===== src/rtl/prog_sync_fifo.sv =====
// -----------------------------------------------------------------------------
// prog_sync_fifo
//
// Single-clock FIFO with programmable almost-full/almost-empty thresholds,
// sticky overflow/underflow flags, a synchronous flush, and a choice of read
// behaviour:
//   FWFT = 0 : registered read. read_data loads on the edge of an accepted
//              read and read_valid pulses for the following cycle.
//   FWFT = 1 : first-word-fall-through. The head word is shown on read_data
//              whenever the FIFO is not empty; ren pops it. read_valid is 0.
//
// DEPTH may be any value 2..2**PTR_W. Pointers wrap explicitly at DEPTH-1, so
// non-power-of-two depths are supported.
//
// Ports
//   clk          in   sole clock, rising edge
//   rstb         in   asynchronous active-high reset
//   wren         in   write request
//   write_data   in   [DATA_W-1:0] write word
//   ren          in   read request
//   flush        in   synchronous empty command (overrides wren/ren)
//   clr_err      in   clears overflow/underflow
//   af_thresh    in   [PTR_W:0] almost_full when count >= af_thresh
//   ae_thresh    in   [PTR_W:0] almost_empty when count <= ae_thresh
//   read_data    out  [DATA_W-1:0] read word
//   read_valid   out  read_data qualifier (FWFT=0 only)
//   fifo_full    out  count == DEPTH
//   fifo_empty   out  count == 0
//   almost_full  out  threshold flag
//   almost_empty out  threshold flag
//   data_avail   out  [PTR_W:0] occupancy
//   room_avail   out  [PTR_W:0] free entries
//   overflow     out  sticky: write attempted while full
//   underflow    out  sticky: read attempted while empty
// -----------------------------------------------------------------------------
module prog_sync_fifo #(
  parameter int DATA_W = 32,
  parameter int PTR_W  = 4,
  parameter int DEPTH  = 16,
  parameter int FWFT   = 0
) (
  input  logic              clk,
  input  logic              rstb,
  input  logic              wren,
  input  logic [DATA_W-1:0] write_data,
  input  logic              ren,
  input  logic              flush,
  input  logic              clr_err,
  input  logic [PTR_W:0]    af_thresh,
  input  logic [PTR_W:0]    ae_thresh,
  output logic [DATA_W-1:0] read_data,
  output logic              read_valid,
  output logic              fifo_full,
  output logic              fifo_empty,
  output logic              almost_full,
  output logic              almost_empty,
  output logic [PTR_W:0]    data_avail,
  output logic [PTR_W:0]    room_avail,
  output logic              overflow,
  output logic              underflow
);

  localparam logic [PTR_W-1:0] LAST_IDX  = PTR_W'(DEPTH - 1);
  localparam logic [PTR_W-1:0] PTR_ONE   = PTR_W'(1);
  localparam logic [PTR_W:0]   DEPTH_CNT = (PTR_W + 1)'(DEPTH);
  localparam logic [PTR_W:0]   CNT_ONE   = (PTR_W + 1)'(1);
  localparam logic             IS_FWFT   = (FWFT != 0);

  // Storage is intentionally left out of reset.
  logic [DATA_W-1:0] r_mem [0:DEPTH-1];

  logic [PTR_W-1:0]  r_wr_ptr;
  logic [PTR_W-1:0]  r_rd_ptr;
  logic [PTR_W:0]    r_count;
  logic [DATA_W-1:0] r_read_data;
  logic              r_read_valid;
  logic              r_overflow;
  logic              r_underflow;

  logic              w_full;
  logic              w_empty;
  logic              w_wr_acc;
  logic              w_rd_acc;
  logic [PTR_W:0]    w_count_nxt;
  logic [DATA_W-1:0] w_head;

  // Pointer increment with explicit wrap at DEPTH-1 so that non-power-of-two
  // depths never index past the end of the array.
  function automatic logic [PTR_W-1:0] ptr_next(input logic [PTR_W-1:0] p);
    if (p == LAST_IDX) begin
      return '0;
    end
    return p + PTR_ONE;
  endfunction

  // Status decode straight from the registered count, no added latency.
  assign w_full  = (r_count == DEPTH_CNT);
  assign w_empty = (r_count == '0);

  // Flush takes priority: a flushed cycle accepts neither side, which also
  // keeps the memory untouched during a flush.
  assign w_wr_acc = wren & ~w_full  & ~flush;
  assign w_rd_acc = ren  & ~w_empty & ~flush;

  assign w_head = r_mem[r_rd_ptr];

  always_comb begin
    w_count_nxt = r_count;
    unique case ({w_wr_acc, w_rd_acc})
      2'b10:   w_count_nxt = r_count + CNT_ONE;
      2'b01:   w_count_nxt = r_count - CNT_ONE;
      default: w_count_nxt = r_count;
    endcase
  end

  // ---- write side: memory array (no reset) ----
  always_ff @(posedge clk) begin
    if (w_wr_acc) begin
      r_mem[r_wr_ptr] <= write_data;
    end
  end

  // ---- pointers and occupancy ----
  always_ff @(posedge clk or posedge rstb) begin
    if (rstb) begin
      r_wr_ptr <= '0;
      r_rd_ptr <= '0;
      r_count  <= '0;
    end else if (flush) begin
      r_wr_ptr <= '0;
      r_rd_ptr <= '0;
      r_count  <= '0;
    end else begin
      if (w_wr_acc) begin
        r_wr_ptr <= ptr_next(r_wr_ptr);
      end
      if (w_rd_acc) begin
        r_rd_ptr <= ptr_next(r_rd_ptr);
      end
      r_count <= w_count_nxt;
    end
  end

  // ---- registered read port ----
  // Only used in FWFT=0; in FWFT=1 it stays at its reset value and acts as the
  // idle value of read_data while the FIFO is empty.
  always_ff @(posedge clk or posedge rstb) begin
    if (rstb) begin
      r_read_data  <= '0;
      r_read_valid <= 1'b0;
    end else begin
      r_read_valid <= w_rd_acc & ~IS_FWFT;
      if (w_rd_acc && !IS_FWFT) begin
        r_read_data <= w_head;
      end
    end
  end

  // ---- sticky error flags ----
  // Errors are judged on the request against the current full/empty state,
  // independent of flush. A new error in a clr_err cycle keeps the flag set.
  always_ff @(posedge clk or posedge rstb) begin
    if (rstb) begin
      r_overflow  <= 1'b0;
      r_underflow <= 1'b0;
    end else begin
      r_overflow  <= (wren & w_full)  | (r_overflow  & ~clr_err);
      r_underflow <= (ren  & w_empty) | (r_underflow & ~clr_err);
    end
  end

  // ---- outputs ----
  // In FWFT mode the head word is driven combinationally whenever there is
  // data. During reset the count is already zero, so the empty path selects
  // the reset-cleared register and read_data reads 0 without a clock edge.
  assign read_data    = (IS_FWFT && !w_empty) ? w_head : r_read_data;
  assign read_valid   = r_read_valid;
  assign fifo_full    = w_full;
  assign fifo_empty   = w_empty;
  assign almost_full  = (r_count >= af_thresh);
  assign almost_empty = (r_count <= ae_thresh);
  assign data_avail   = r_count;
  assign room_avail   = DEPTH_CNT - r_count;
  assign overflow     = r_overflow;
  assign underflow    = r_underflow;

endmodule


===== config.mk =====
export PLATFORM = sky130hd
export DESIGN_NAME = prog_sync_fifo
export DESIGN_NICKNAME = d
export VERILOG_FILES = /design/src/rtl/prog_sync_fifo.sv
export SDC_FILE = /design/constraint.sdc
export NUM_CORES = 1
export LEC_CHECK = 0
export BUFFER_PORTS_ARGS = -buffer_cell sky130_fd_sc_hd__buf_2
export CAP_MARGIN = 20
export CELL_PAD_IN_SITES_DETAIL_PLACEMENT = 0
export CELL_PAD_IN_SITES_GLOBAL_PLACEMENT = 1
export CORE_ASPECT_RATIO = 0.8
export CORE_MARGIN = 10
export CORE_UTILIZATION = 60
export CTS_BUF_LIST = sky130_fd_sc_hd__clkbuf_8
export DETAILED_ROUTE_END_ITERATION = 10
export GPL_TIMING_DRIVEN = 1
export HOLD_SLACK_MARGIN = 0.08
export PLACE_DENSITY = 0.88
export REMOVE_ABC_BUFFERS = 1
export SLEW_MARGIN = 20
export SYNTH_ARGS = -nofsm -noshare
export SYNTH_HDL_FRONTEND = slang
export SYNTH_SLANG_ARGS = --single-unit

===== constraint.sdc =====
create_clock -name clk -period 11.4 [get_ports clk]
set_input_delay 2.28 -clock clk [delete_from_list [all_inputs] [get_ports clk]]
set_output_delay 2.28 -clock clk [all_outputs]
set_load 0.03 [all_outputs]

==> results.md, run 1 <==
- The number of hold-slack violations in the final timing report is 0.
- The area share of the largest cell type after synthesis is 71.1%.
- 97 I/O pins were placed.
- The worst path in the final design needs a cycle of about 5.9 ns, including I/O delays and setup.
- The flip-flop and latch count after synthesis is 560.
- Max-cap violations in this run came to 0.
- The number of H-tree levels is 3.
- Counting along the longest clock path gives a buffer depth of 3.
- The post-CTS clock slew at the launch and capture registers of the worst setup and hold paths is roughly 0.06 ns.
- The number of antenna diodes is 0.
- In the synthesized netlist the dominant register cell turns out to be sky130_fd_sc_hd__edfxtp_1.
- Of the total synthesized cell area, the portion taken by full adders, half adders and majority gates is 1.10%.
- In the routed layout, each cell is associated on average with a via count of 6.11.
- For this design, the CTS-stage hold fixing added 0 buffers.
- Once placement completed, the tool counted placed cells totaling 1612.
- In this run, the number of DRC markers left after iteration 0 of detailed routing was ~1200.
- In the final layout, the share of cells above drive strength 1 is 28.1%.
- For the worst-skew pair, the clock arrives at the later sink with an insertion delay of 0.62 ns.
- The cell sitting at the root of the clock tree is a sky130_fd_sc_hd__clkbuf_8.
- Synthesis produced a netlist whose cell count is 1064.
- The die is 190 um tall.
- After synthesis, the largest family of logic cells by area is multiplexers.
- The count of instances resized after the clock tree is built is 0.
- At the worst endpoint, the required time is 9.12 ns.
- For this run, the total global-route usage over all layers was measured as 20.8%.
- By area the synthesized netlist is led by sky130_fd_sc_hd__edfxtp_1 (71%), sky130_fd_sc_hd__mux4_2 (11%), sky130_fd_sc_hd__dfrtp_1 (5.6%).
- After floorplanning, the core was divided into 62 placement rows.
- The final non-filler cell total is roughly 1800.
- The cell area that synthesis handed to floorplanning was 21600 um2.
- The clock net in this run drives a total of between 500 and 600 sinks.
- The achievable clock frequency is 169 MHz.
- The number of filler instances in the final layout is 2293.
- The final max-slew violation count was 0.
- The post-detailed-placement half-perimeter wirelength is 24.4 mm.
- After Yosys synthesis, XOR and XNOR cells account for less than 1% of the synthesized area.
- The flow ran to the end, and the final reports show no timing, DRC or antenna violations.
- The number of buffers added on ports is 96.
- sky130_fd_sc_hd__edfxtp_1 takes more of the synthesized area than any other cell.
- The horizontal die dimension is 232 um.
- The endpoint kind of the worst setup timing path is a primary output.
- Power spread over the standard cell area amounts to 209 nW/um2.
- Post-CTS timing repair inserted 0 buffers for setup.
- The worst setup path is of the input port to primary output kind.
- By count the netlist is led by sky130_fd_sc_hd__edfxtp_1 (512), sky130_fd_sc_hd__mux4_2 (109), sky130_fd_sc_hd__mux2i_1 (60), sky130_fd_sc_hd__nor2_1 (55), sky130_fd_sc_hd__dfrtp_1 (48).
- The floorplan step defined a die boundary enclosing 44100 um2.
- The post-detailed-route wirelength per cell is 25.7 um.
- Routability-driven placement finished with a final weighted congestion of ~0.75.
- The area growth from synthesis to final layout is 12.3%.
- Summed over all cells, the static leakage comes to 7.97 nW.
- Before antenna repair, the detailed router went through 5 iterations.
- The highest net fanout along the worst path is 2.
- The basic-gate share of the synthesized area counting and, or, nand and nor cells is 2.98%.
- The count of synthesis-stage warnings from yosys is 0.
- IR analysis of the VDD net gives a maximum drop of 0.000122 V.
- Setup repair after global routing left no endpoint under its margin.
- The per-instance average area after synthesis is 20.3 um2.
- The most instantiated library cell after synthesis is sky130_fd_sc_hd__edfxtp_1.
- For the final database, setup skew stands at ~0.022 ns.
- The synthesized netlist devotes 3.15% of its cell area to compound gates.
- At the worst endpoint, the arrival time is between 3 and 4 ns.
- In this run the standard cell core region covers between 30000 and 40000 um2.
- The startpoint kind of the worst setup timing path is an input port.
- Measured against its own limit, the worst slew margin works out to 27.3%.
- The setup-violating endpoint count in the final report is 0.
- For this run, design rule violations remaining after detail routing come to 0.
- The class of the tightest hold or removal check is flip-flop to flip-flop.
- The count of flip-flops with a built-in enable after synthesis is 512.
- The number of nets still failing antenna checks after routing is 0.
- The netlist uses 43 different library cells.
- The multiplexer area fraction after synthesis is 14.1%.
- The TritonCTS clock tree is done.
- Summed over all layers, the routed wires come to 45.3 mm.
- The via count of the first global-routing pass is 11000.
- For the final routed database, the setup TNS stands at 0 ns.
- The register area share after synthesis is 76.6%.
- The wire length of the first global-routing pass is 68.1 mm.
- The pin count of the biggest net entering global routing is 74.
- The residual overflow from global routing is 0.
- In the synthesized netlist the async set-or-reset flop fraction comes to approximately 8.6%.
- The routed layout has about 11000 vias.
- The starting utilization of the core area is 60.5%.
- The post-route fraction of the period consumed by the critical path is 51.8%.
- Clock tree synthesis inserted a total of 82 buffers.
- At the pin with the least slew margin, the transition time is 1.09 ns.
- The final layout net count is 1283.
- The initial antenna violation count is 2.
==> final cells by class <==
class                           count  area (um2)  area share (%)
Clock buffer                       92        1270            5.21
Clock inverter                     60         309            1.27
Inverter                           19        71.3           0.293
Multi-Input combinational cell    430        4790            19.7
Sequential cell                   560       16600            68.2
Tap cell                          480         601            2.47
Timing Repair Buffer              123         683            2.81
==> worst paths after layout <==
path,from,endpoint,slack [ns],cells after the start
worst min register to register,read_data[30],read_data[30],0.51,2
worst max register to register,data_avail[1],read_data[29],7.86,12
min in group asynchronous,rstb,read_data[17],1.91,3
worst min-delay path,read_data[30],read_data[30],0.51,2
worst max-delay path,ae_thresh[1],almost_empty,5.49,9
max in group asynchronous,rstb,r_rd_ptr[1],8.86,3
==> through the flow <==
step                      power [mW]  instance area [um2]  setup slack (ns)  hold slack (ns)  util (%)
after global placement          3.59                22700              5.50            0.488      63.6
after floorplan                 3.38                21300              5.45            0.563         -
final                           5.07                24300              5.49            0.510      68.0
after CTS                       5.12                24300              5.49            0.514      68.0
after global routing            5.30                24300              5.45            0.539      68.0
after detailed placement        3.61                22700              5.49            0.501      63.6
==> routing by layer <==
layer	vias to the layer above	GRT usage, %	wire length [um]	part of all wire, %
met3	74	4.12	3600	7.9
met1	5551	29.8	19100	42
met5	-	0	23	0.051
li1	4658	-	-	-
met4	4	5.70	784	1.7
met2	494	32.3	21900	48
==> power by group <==
part	internal, mW	switching (mW)
sequential	2.34	0.121
clock	0.788	0.735
combinational	0.478	0.615
==> kinds of logic (layout without fill, tap and decap cells) <==
family / after synthesis / after routing
compound gates: 98 / 98
xor+xnor: 8 / 8
fa+ha+maj: 19 / 19
buf+inv: 74 / 294
flops: 560 / 560
mux: 169 / 169
simple gates: 136 / 136
==> cells in the final DEF (no fill, tap or decap), drive strengths merged, types with 3 or more instances in the layout <==
cell type,n
edfxtp,512
buf,123
mux4,109
clkbuf,92
mux2i,60
inv,55
nor2,55
dfrtp,48
nand2,23
o22ai,23
a211oi,22
ha,19
a22oi,18
clkinv,18
nor2b,13
nand3,13
a21oi,11
a221oi,9
o21ai,7
and2,7
nor3,6
xnor2,5
o21a,4
clkinvlp,4
nand4,3
nor3b,3
and3,3
xor2,3
nand2b,3
==> sequential cells by signal, summed over array words and instances (netlist names) <==
signal      flops
r_rd_ptr        4
read_valid      1
data_avail      5
overflow        1
r_wr_ptr        4
read_data      32
underflow       1
r_mem         512
==> critical path: stages <==
cell	delay, ns
sky130_fd_sc_hd__buf_2	0.08
sky130_fd_sc_hd__inv_1	0.03
sky130_fd_sc_hd__ha_1	0.29
sky130_fd_sc_hd__nor2b_1	0.13
sky130_fd_sc_hd__o21a_1	0.16
sky130_fd_sc_hd__o21a_1	0.16
sky130_fd_sc_hd__o21a_1	0.16
sky130_fd_sc_hd__o22ai_1	0.12
sky130_fd_sc_hd__buf_2	0.22
(Power assumes the default switching activity.)
==> run 2, diff against run 1 <==
CORE_UTILIZATION = 56   (was 60)
PLACE_DENSITY = 0.83   (was 0.88)
clock period = 5.6 ns   (was 11.4 ns; I/O delays follow)
==> results.md, run 2 (synthesis results as in run 1) <==
- The flow ran to the end, and the final reports show no timing, DRC or antenna violations.
- The highest net fanout along the worst path came to 2 (unchanged).
- The number of design rule violations left after detail routing was 0 (unchanged).
- The total power density per cell area is 422 nW/um2 (+100%).
- The post-placement setup slack came to 2.01 ns (-3.48 ns).
- The internal portion of total power is 7.21 mW (+100%).
- The leading cell type in the layout, fill and taps excluded is sky130_fd_sc_hd__edfxtp_1.
- The arrival time of the worst setup path is 2.49 ns (-1.14 ns).
- The number of nets still failing antenna checks after routing is 0 (unchanged).
- The post-detailed-route wirelength per cell is 26.2 um (+1.7%).
- The global placer's final weighted congestion is 0.787 (+5.1%).
- Setup repair after global routing left no endpoint under its margin.
- STA classifies the critical path endpoint as a primary output.
- The peak supply drop came to 0.000253 V (+110%).
- The part of the total power dissipated in the clock network is 28.8% (-1.2 points).
- The number of buffers added on ports is 96 (unchanged).
- For this run, the top clock speed supported by timing is ~280 MHz.
- The register share of total power is 48.7% (+0.3 points).
- The part of the power in combinational logic came to 22.6% (+1.0 points).
- The largest register by flop count is r_mem.
- The worst relative slew slack is 20.8% (-6.5 points).
- The residual overflow from global routing is 0 (unchanged).
- The total of max-cap violations is 0 (unchanged).
- The floorplan die area is 46900 um2 (+6.4%).
- The horizontal die dimension is 240 um (+3.2%).
- The clock sink total is 560 (unchanged).
- The final sum of negative setup slack is 0 ns (unchanged).
- The post-CTS clock slew at the launch and capture registers of the worst setup and hold paths is 0.06 ns (about the same).
- The setup path with the least slack is of type input port to primary output.
- The final layout net count is 1282 (-0.078%).
- The clock network latency to the later pin of the worst-skew pair is 0.64 ns (+0.02 ns).
- The hold-fix buffer count after cts is 0 (unchanged).
- The initial antenna violation count is 1 (-1).
- The smallest clock period supported by the final layout is computed as 3.61 ns.
- The final wirelength is 46.4 mm (+2.3%).
- The die height came to 196 um (+3.1%).
- The TritonCTS clock tree is done.
- The starting utilization of the core area was 56.6% (-3.9 points).
- The area growth from synthesis to final layout is 12.1%.
- The count of standard-cell rows is 64 (+3.2%).
- The post-detailed-placement half-perimeter wirelength is 25.6 mm (+5.1%).
- The final worst-path setup slack is 1.99 ns (-3.50 ns).
- The number of buffers on the longest clock path is 3 (unchanged).
- The detailed-router iteration count before antenna repair was 5 (unchanged).
- The number of design-rule violations left by the first detailed-router iteration came to 1074 (-12%).
- The vias per cell came to 6.04 (-1.2%).
- The number of hold-slack violations in the final timing report is 0 (unchanged).
- The switching share of power was 29.6% (+0.57 points).
- The post-route fraction of the period consumed by the critical path is 64.4%.
- The number of setup buffers added after CTS is 0 (unchanged).
- The switching component of the power came to 3.03 mW (+110%).
- The number of H-tree levels is 3 (unchanged).
- The required time of the worst setup path is 4.48 ns (-4.64 ns).
- The pin count of the biggest net entering global routing is 67 (-9.5%).
- The number of filler instances in the final layout came to 2584 (+13%).
- The number of antenna diodes is 0 (unchanged).
- The via count of the first global-routing pass came to 11100 (+1.0%).
- In this run the worst hold path is classified as flip-flop to flip-flop.
- The area of the core is 38200 um2 (+6.8%).
- The total routing usage reported by global routing is 20.1% (-0.67 points).
- The number of flip-flops in the largest register is 512 (unchanged).
- The total leakage power is 7.90 nW (-0.82%).
- The root cell of the clock tree is sky130_fd_sc_hd__clkbuf_8.
- The number of buffers created by CTS is 81 (-1.2%).
- The wire length of the first global-routing pass is 70.4 mm (+3.3%).
- STA classifies the critical path startpoint as an input port.
- In the layout the commonest cells are sky130_fd_sc_hd__edfxtp_1 (512), sky130_fd_sc_hd__mux4_2 (109), sky130_fd_sc_hd__buf_2 (96).
- The number of vias in the routed layout is 10700 (-0.63%).
- The setup-violating endpoint count in the final report is 0 (unchanged).
- The actual slew at the worst max-slew pin is 1.19 ns (+0.0979 ns).
- The top-level port count came to 97 (unchanged).
- The share of final-layout standard cells stronger than drive strength 1 is 27.8% (-0.28 points).
- The final max-slew violation count is 0 (unchanged).
- The worst hold-check slack is 0.505 ns (-0.00470 ns).
- The count of instances resized after the clock tree is built came to 0 (unchanged).
- The final worst clock skew is 0.0244 ns (+0.00198 ns).
-- run 2: cell count changes in the layout (fill, tap and decap cells not counted), moves of 2 or more --
cell                        delta
sky130_fd_sc_hd__buf_12        +3
sky130_fd_sc_hd__inv_1         -8
sky130_fd_sc_hd__clkbuf_8      -3
sky130_fd_sc_hd__buf_4         -3
sky130_fd_sc_hd__clkinv_1      +9
sky130_fd_sc_hd__bufinv_16     -2
-- run 2: metrics by stage --
step           total power, mW  cell area [um2]  instances  util, %
6_report                  10.2            24300       1774     63.5
5_1_grt                   10.7            24300       1774     63.5
4_1_cts                   10.3            24200       1773     63.4
3_5_place_dp              7.39            22800       1626     59.6
3_3_place_gp              7.38            22800       1626     59.6
2_1_floorplan             6.88            21300       1009        -
-- run 2: final cells by class --
cell class / instances / area, um2 / share of cell area, %
timing repair buffer: 123 / 721 / 2.97
multi-input combinational: 430 / 4790 / 19.8
inverter: 19 / 71.3 / 0.294
tap: 495 / 619 / 2.55
sequential: 560 / 16600 / 68.4
clock inverter: 58 / 241 / 0.996
clock buffer: 89 / 1220 / 5.05
-- run 2: routing by layer --
layer	global-route usage (%)	wire [um]	part of all wire (%)	vias up
li1	-	-	-	4665
met1	29.0	20400	44	5563
met2	30.4	21900	47	416
met3	4.65	3460	7.5	67
met4	5.42	702	1.5	2
met5	0	20	0.043	-
-- run 2: critical path: stages --
cell	delay, ns
sky130_fd_sc_hd__buf_2	0.07
sky130_fd_sc_hd__inv_1	0.03
sky130_fd_sc_hd__ha_1	0.29
sky130_fd_sc_hd__nor2b_1	0.14
sky130_fd_sc_hd__o21a_1	0.16
sky130_fd_sc_hd__o21a_1	0.16
sky130_fd_sc_hd__o21a_1	0.16
sky130_fd_sc_hd__o22ai_1	0.13
sky130_fd_sc_hd__buf_2	0.22
-- run 2: worst paths after layout --
kind	slack (ns)	to	depth (start not counted)	from
min in group asynchronous	0.75	overflow	3	rstb
max reg2reg	2.03	read_data[27]	12	data_avail[1]
min	0.50	read_data[30]	2	read_data[30]
min reg2reg	0.50	read_data[30]	2	read_data[30]
max in group asynchronous	4.21	r_rd_ptr[0]	3	rstb
max	1.99	almost_empty	9	ae_thresh[1]
-- run 2: power groups by stage --
stage	Sequential [mW]	Combinational [mW]	Clock, mW
after detailed placement	5.13	2.26	0
after floorplan	5.45	1.44	0
after global placement	5.13	2.26	0
after CTS	5.04	2.27	2.99
after global routing	5.01	2.49	3.19
final	4.98	2.31	2.94
==> run 3, diff against run 2 <==
clock period = 3.6 ns   (was 5.6 ns; I/O delays follow)
==> results.md, run 3 (synthesis results as in run 1) <==
- The total leakage power was 8.11 nW (+2.7%).
- The number of nets still failing antenna checks after routing was 0 (unchanged).
- The clock network latency to the later pin of the worst-skew pair is 0.65 ns (about the same).
- The number of cells in the design after placement is 1641 (+0.92%).
- The type of the setup path with the least slack is flip-flop to flip-flop.
- The actual slew at the worst max-slew pin is 1.06 ns (-0.121 ns).
- The via count of the first global-routing pass was 11100 (-0.054%).
- The area of the core is 38200 um2 (unchanged).
- The final non-filler cell total is 1798 (+1.4%).
- In this run the worst hold path is classified as input port to flip-flop.
- The cell class contributing the biggest share of worst-path delay is simple AND/OR/NAND/NOR gates.
- The post-CTS clock slew at the launch and capture registers of the worst setup and hold paths came to 0.06 ns (about the same).
- The number of H-tree levels is 3 (unchanged).
- The arrival time of the worst setup path is 3.81 ns (+1.32 ns).
- The largest register by flop count is r_mem.
- The post-placement setup slack is 0.374 ns (-1.64 ns).
- The achievable clock frequency is 306 MHz.
- The share of final-layout standard cells stronger than drive strength 1 is 29.4% (+1.5 points).
- The number of setup buffers added after CTS is 0 (unchanged).
- The final worst clock skew is 0.0272 ns (+0.00286 ns).
- The number of flip-flops in the largest register is 512 (unchanged).
- The number of buffers added on ports is 96 (unchanged).
- The die height is 196 um (unchanged).
- The total buffers and inverters traversed by the critical path is 4 (+1).
- The global placer's final weighted congestion is 0.737 (-6.4%).
- The final layout net count was 1300 (+1.4%).
- The count of standard-cell rows is 64 (unchanged).
- The number of buffers on the longest clock path is 3 (unchanged).
- The floorplan die area is 46900 um2 (unchanged).
- The top-level port count is 97 (unchanged).
- In the layout the commonest cells are sky130_fd_sc_hd__edfxtp_1 (512), sky130_fd_sc_hd__mux4_2 (109), sky130_fd_sc_hd__clkbuf_8 (96), sky130_fd_sc_hd__buf_2 (96), sky130_fd_sc_hd__mux2i_1 (60).
- The final wirelength is 45.9 mm (-1.1%).
- The number of filler instances in the final layout is 2562 (-0.85%).
- The initial antenna violation count is 3 (+2).
- The final max-slew violation count is 0 (unchanged).
- The required time of the worst setup path is 4.14 ns (-0.34 ns).
- The number of vias in the routed layout is 10900 (+1.5%).
- Traced cell by cell, the critical path runs through inv_1 > ha_1 > nor3b_1 > ha_1 > and2b_1 > nand2b_2 > inv_1 > buf_4 > nand2_1 > buf_4 > o22ai_1 > a211oi_1.
- The flow ran to the end, and the final reports show no timing, DRC or antenna violations.
- Setup repair after global routing left no endpoint under its margin.
- The number of design rule violations left after detail routing came to 0 (unchanged).
- The pin count of the biggest net entering global routing came to 54 (-19%).
- The starting utilization of the core area is 56.6% (unchanged).
- The clock sink total was 560 (unchanged).
- The total routing usage reported by global routing is 20.0% (-0.072 points).
- The shortest clock period the worst path allows after layout is 3.27 ns.
- The peak supply drop came to 0.000351 V (+39%).
- The post-detailed-placement half-perimeter wirelength was 25.5 mm (-0.56%).
- The number of hold-slack violations in the final timing report was 0 (unchanged).
- On the critical path, the stage with the largest delay is an instance of sky130_fd_sc_hd__dfrtp_1.
- Clock tree synthesis selected as its root buffer the cell sky130_fd_sc_hd__clkbuf_8.
- The number of buffers created by CTS was 84 (+3.7%).
- The highest net fanout along the worst path is 22 (+20).
- The number of design-rule violations left by the first detailed-router iteration came to 1027 (-4.4%).
- The horizontal die dimension is 240 um (unchanged).
- The worst relative slew slack is 28.5% (+7.7 points).
- The total of max-cap violations is 0 (unchanged).
- The area growth from synthesis to final layout is 13.9%.
- Dividing the final minimum period by the clock period gives 90.8%.
- The wire length of the first global-routing pass was 69.7 mm (-0.94%).
- The count of instances resized after the clock tree is built is 0 (unchanged).
- The post-detailed-route wirelength per cell was 25.5 um (-2.4%).
- The detailed-router iteration count before antenna repair is 5 (unchanged).
- The worst setup path is launched from a flip-flop.
- The setup-violating endpoint count in the final report is 0 (unchanged).
- The delay of the slowest cell on the worst path is 0.47 ns (+0.18 ns).
- The vias per cell is 6.05 (+0.10%).
- The residual overflow from global routing was 0 (unchanged).
- The total power density per cell area is 664 nW/um2 (+57%).
- The final worst-path setup slack is 0.331 ns (-1.66 ns).
- The worst setup path is captured at a flip-flop.
- TritonCTS built the clock tree.
- The leading cell type in the layout, fill and taps excluded is sky130_fd_sc_hd__edfxtp_1.
[run 3: changes by cell type in the layout (fill, tap and decap cells not counted), moves of 5 or more]
cell                       delta
sky130_fd_sc_hd__buf_12       +9
sky130_fd_sc_hd__buf_4        +5
sky130_fd_sc_hd__clkbuf_8     +7
sky130_fd_sc_hd__clkinv_1    -14
sky130_fd_sc_hd__inv_1        +8
[run 3: path summary, 6_finish.rpt]
path | cells after the start | from | endpoint | slack [ns]
max in group asynchronous | 4 | rstb | r_rd_ptr[1] | 2.26
hold / removal | 2 | clr_err | underflow | 0.28
min in group asynchronous | 3 | rstb | read_data[22] | 0.63
setup / recovery | 12 | data_avail[1] | read_data[10] | 0.33
hold reg to reg | 2 | read_data[30] | read_data[30] | 0.51
setup reg to reg | 12 | data_avail[1] | read_data[10] | 0.33
[run 3: per-stage QoR]
stage | TNS (ns) | cell area, um2 | util (%) | hold slack [ns] | power [mW]
after global routing | 0 | 24600 | 64.5 | 0.268 | 17.1
after global placement | 0 | 23000 | 60.2 | 0.467 | 11.6
final | 0 | 24600 | 64.5 | 0.284 | 16.4
after floorplan | -378.62 | 21300 | - | 0.563 | 10.7
after detailed placement | 0 | 23000 | 60.2 | 0.486 | 11.6
after CTS | 0 | 24600 | 64.5 | 0.243 | 16.5
[run 3: report_power, final]
| group | internal (mW) | switching, mW | total [mW] | leakage [nW] |
|---|---|---|---|---|
| logic | 1.59 | 2.07 | 3.66 | 1.97 |
| clock network | 2.59 | 2.35 | 4.94 | 0.953 |
| registers | 7.40 | 0.359 | 7.76 | 5.19 |
| total | 11.6 | 4.78 | 16.4 | 8.11 |
[run 3: layout make-up]
class / instances / area [um2] / area share [%]
tap: 495 / 619 / 2.51
antenna: 2 / 5.00 / 0.0203
sequential: 560 / 16600 / 67.3
clock inverter: 58 / 305 / 1.24
inverter: 19 / 71.3 / 0.289
multi-input combinational: 430 / 4790 / 19.4
clock buffer: 96 / 1320 / 5.36
timing repair buffer: 138 / 948 / 3.85
[run 3: worst reg2reg max path: stages, from the launching register on]
cell and delay, ns:
sky130_fd_sc_hd__dfrtp_1 0.47, sky130_fd_sc_hd__inv_1 0.15, sky130_fd_sc_hd__ha_1 0.19, sky130_fd_sc_hd__nor3b_1 0.32
sky130_fd_sc_hd__ha_1 0.26, sky130_fd_sc_hd__and2b_1 0.26, sky130_fd_sc_hd__nand2b_2 0.33, sky130_fd_sc_hd__inv_1 0.14
sky130_fd_sc_hd__buf_4 0.22, sky130_fd_sc_hd__nand2_1 0.07, sky130_fd_sc_hd__buf_4 0.34, sky130_fd_sc_hd__o22ai_1 0.16
sky130_fd_sc_hd__a211oi_1 0.25
[run 3: timing repair]
action,4_1_cts,5_1_grt
endpoints found under the hold margin,16,0
setup endpoints to repair,0,0
hold buffers,1,0
[run 3: layer usage]
layer	vias to the layer above	wire, um	share of wire (%)	global-route usage [%]
li1	4696	-	-	-
met1	5622	19600	43	28.2
met2	460	21800	48	30.5
met3	89	3450	7.5	4.40
met4	2	1010	2.2	6.85
met5	-	13	0.028	0
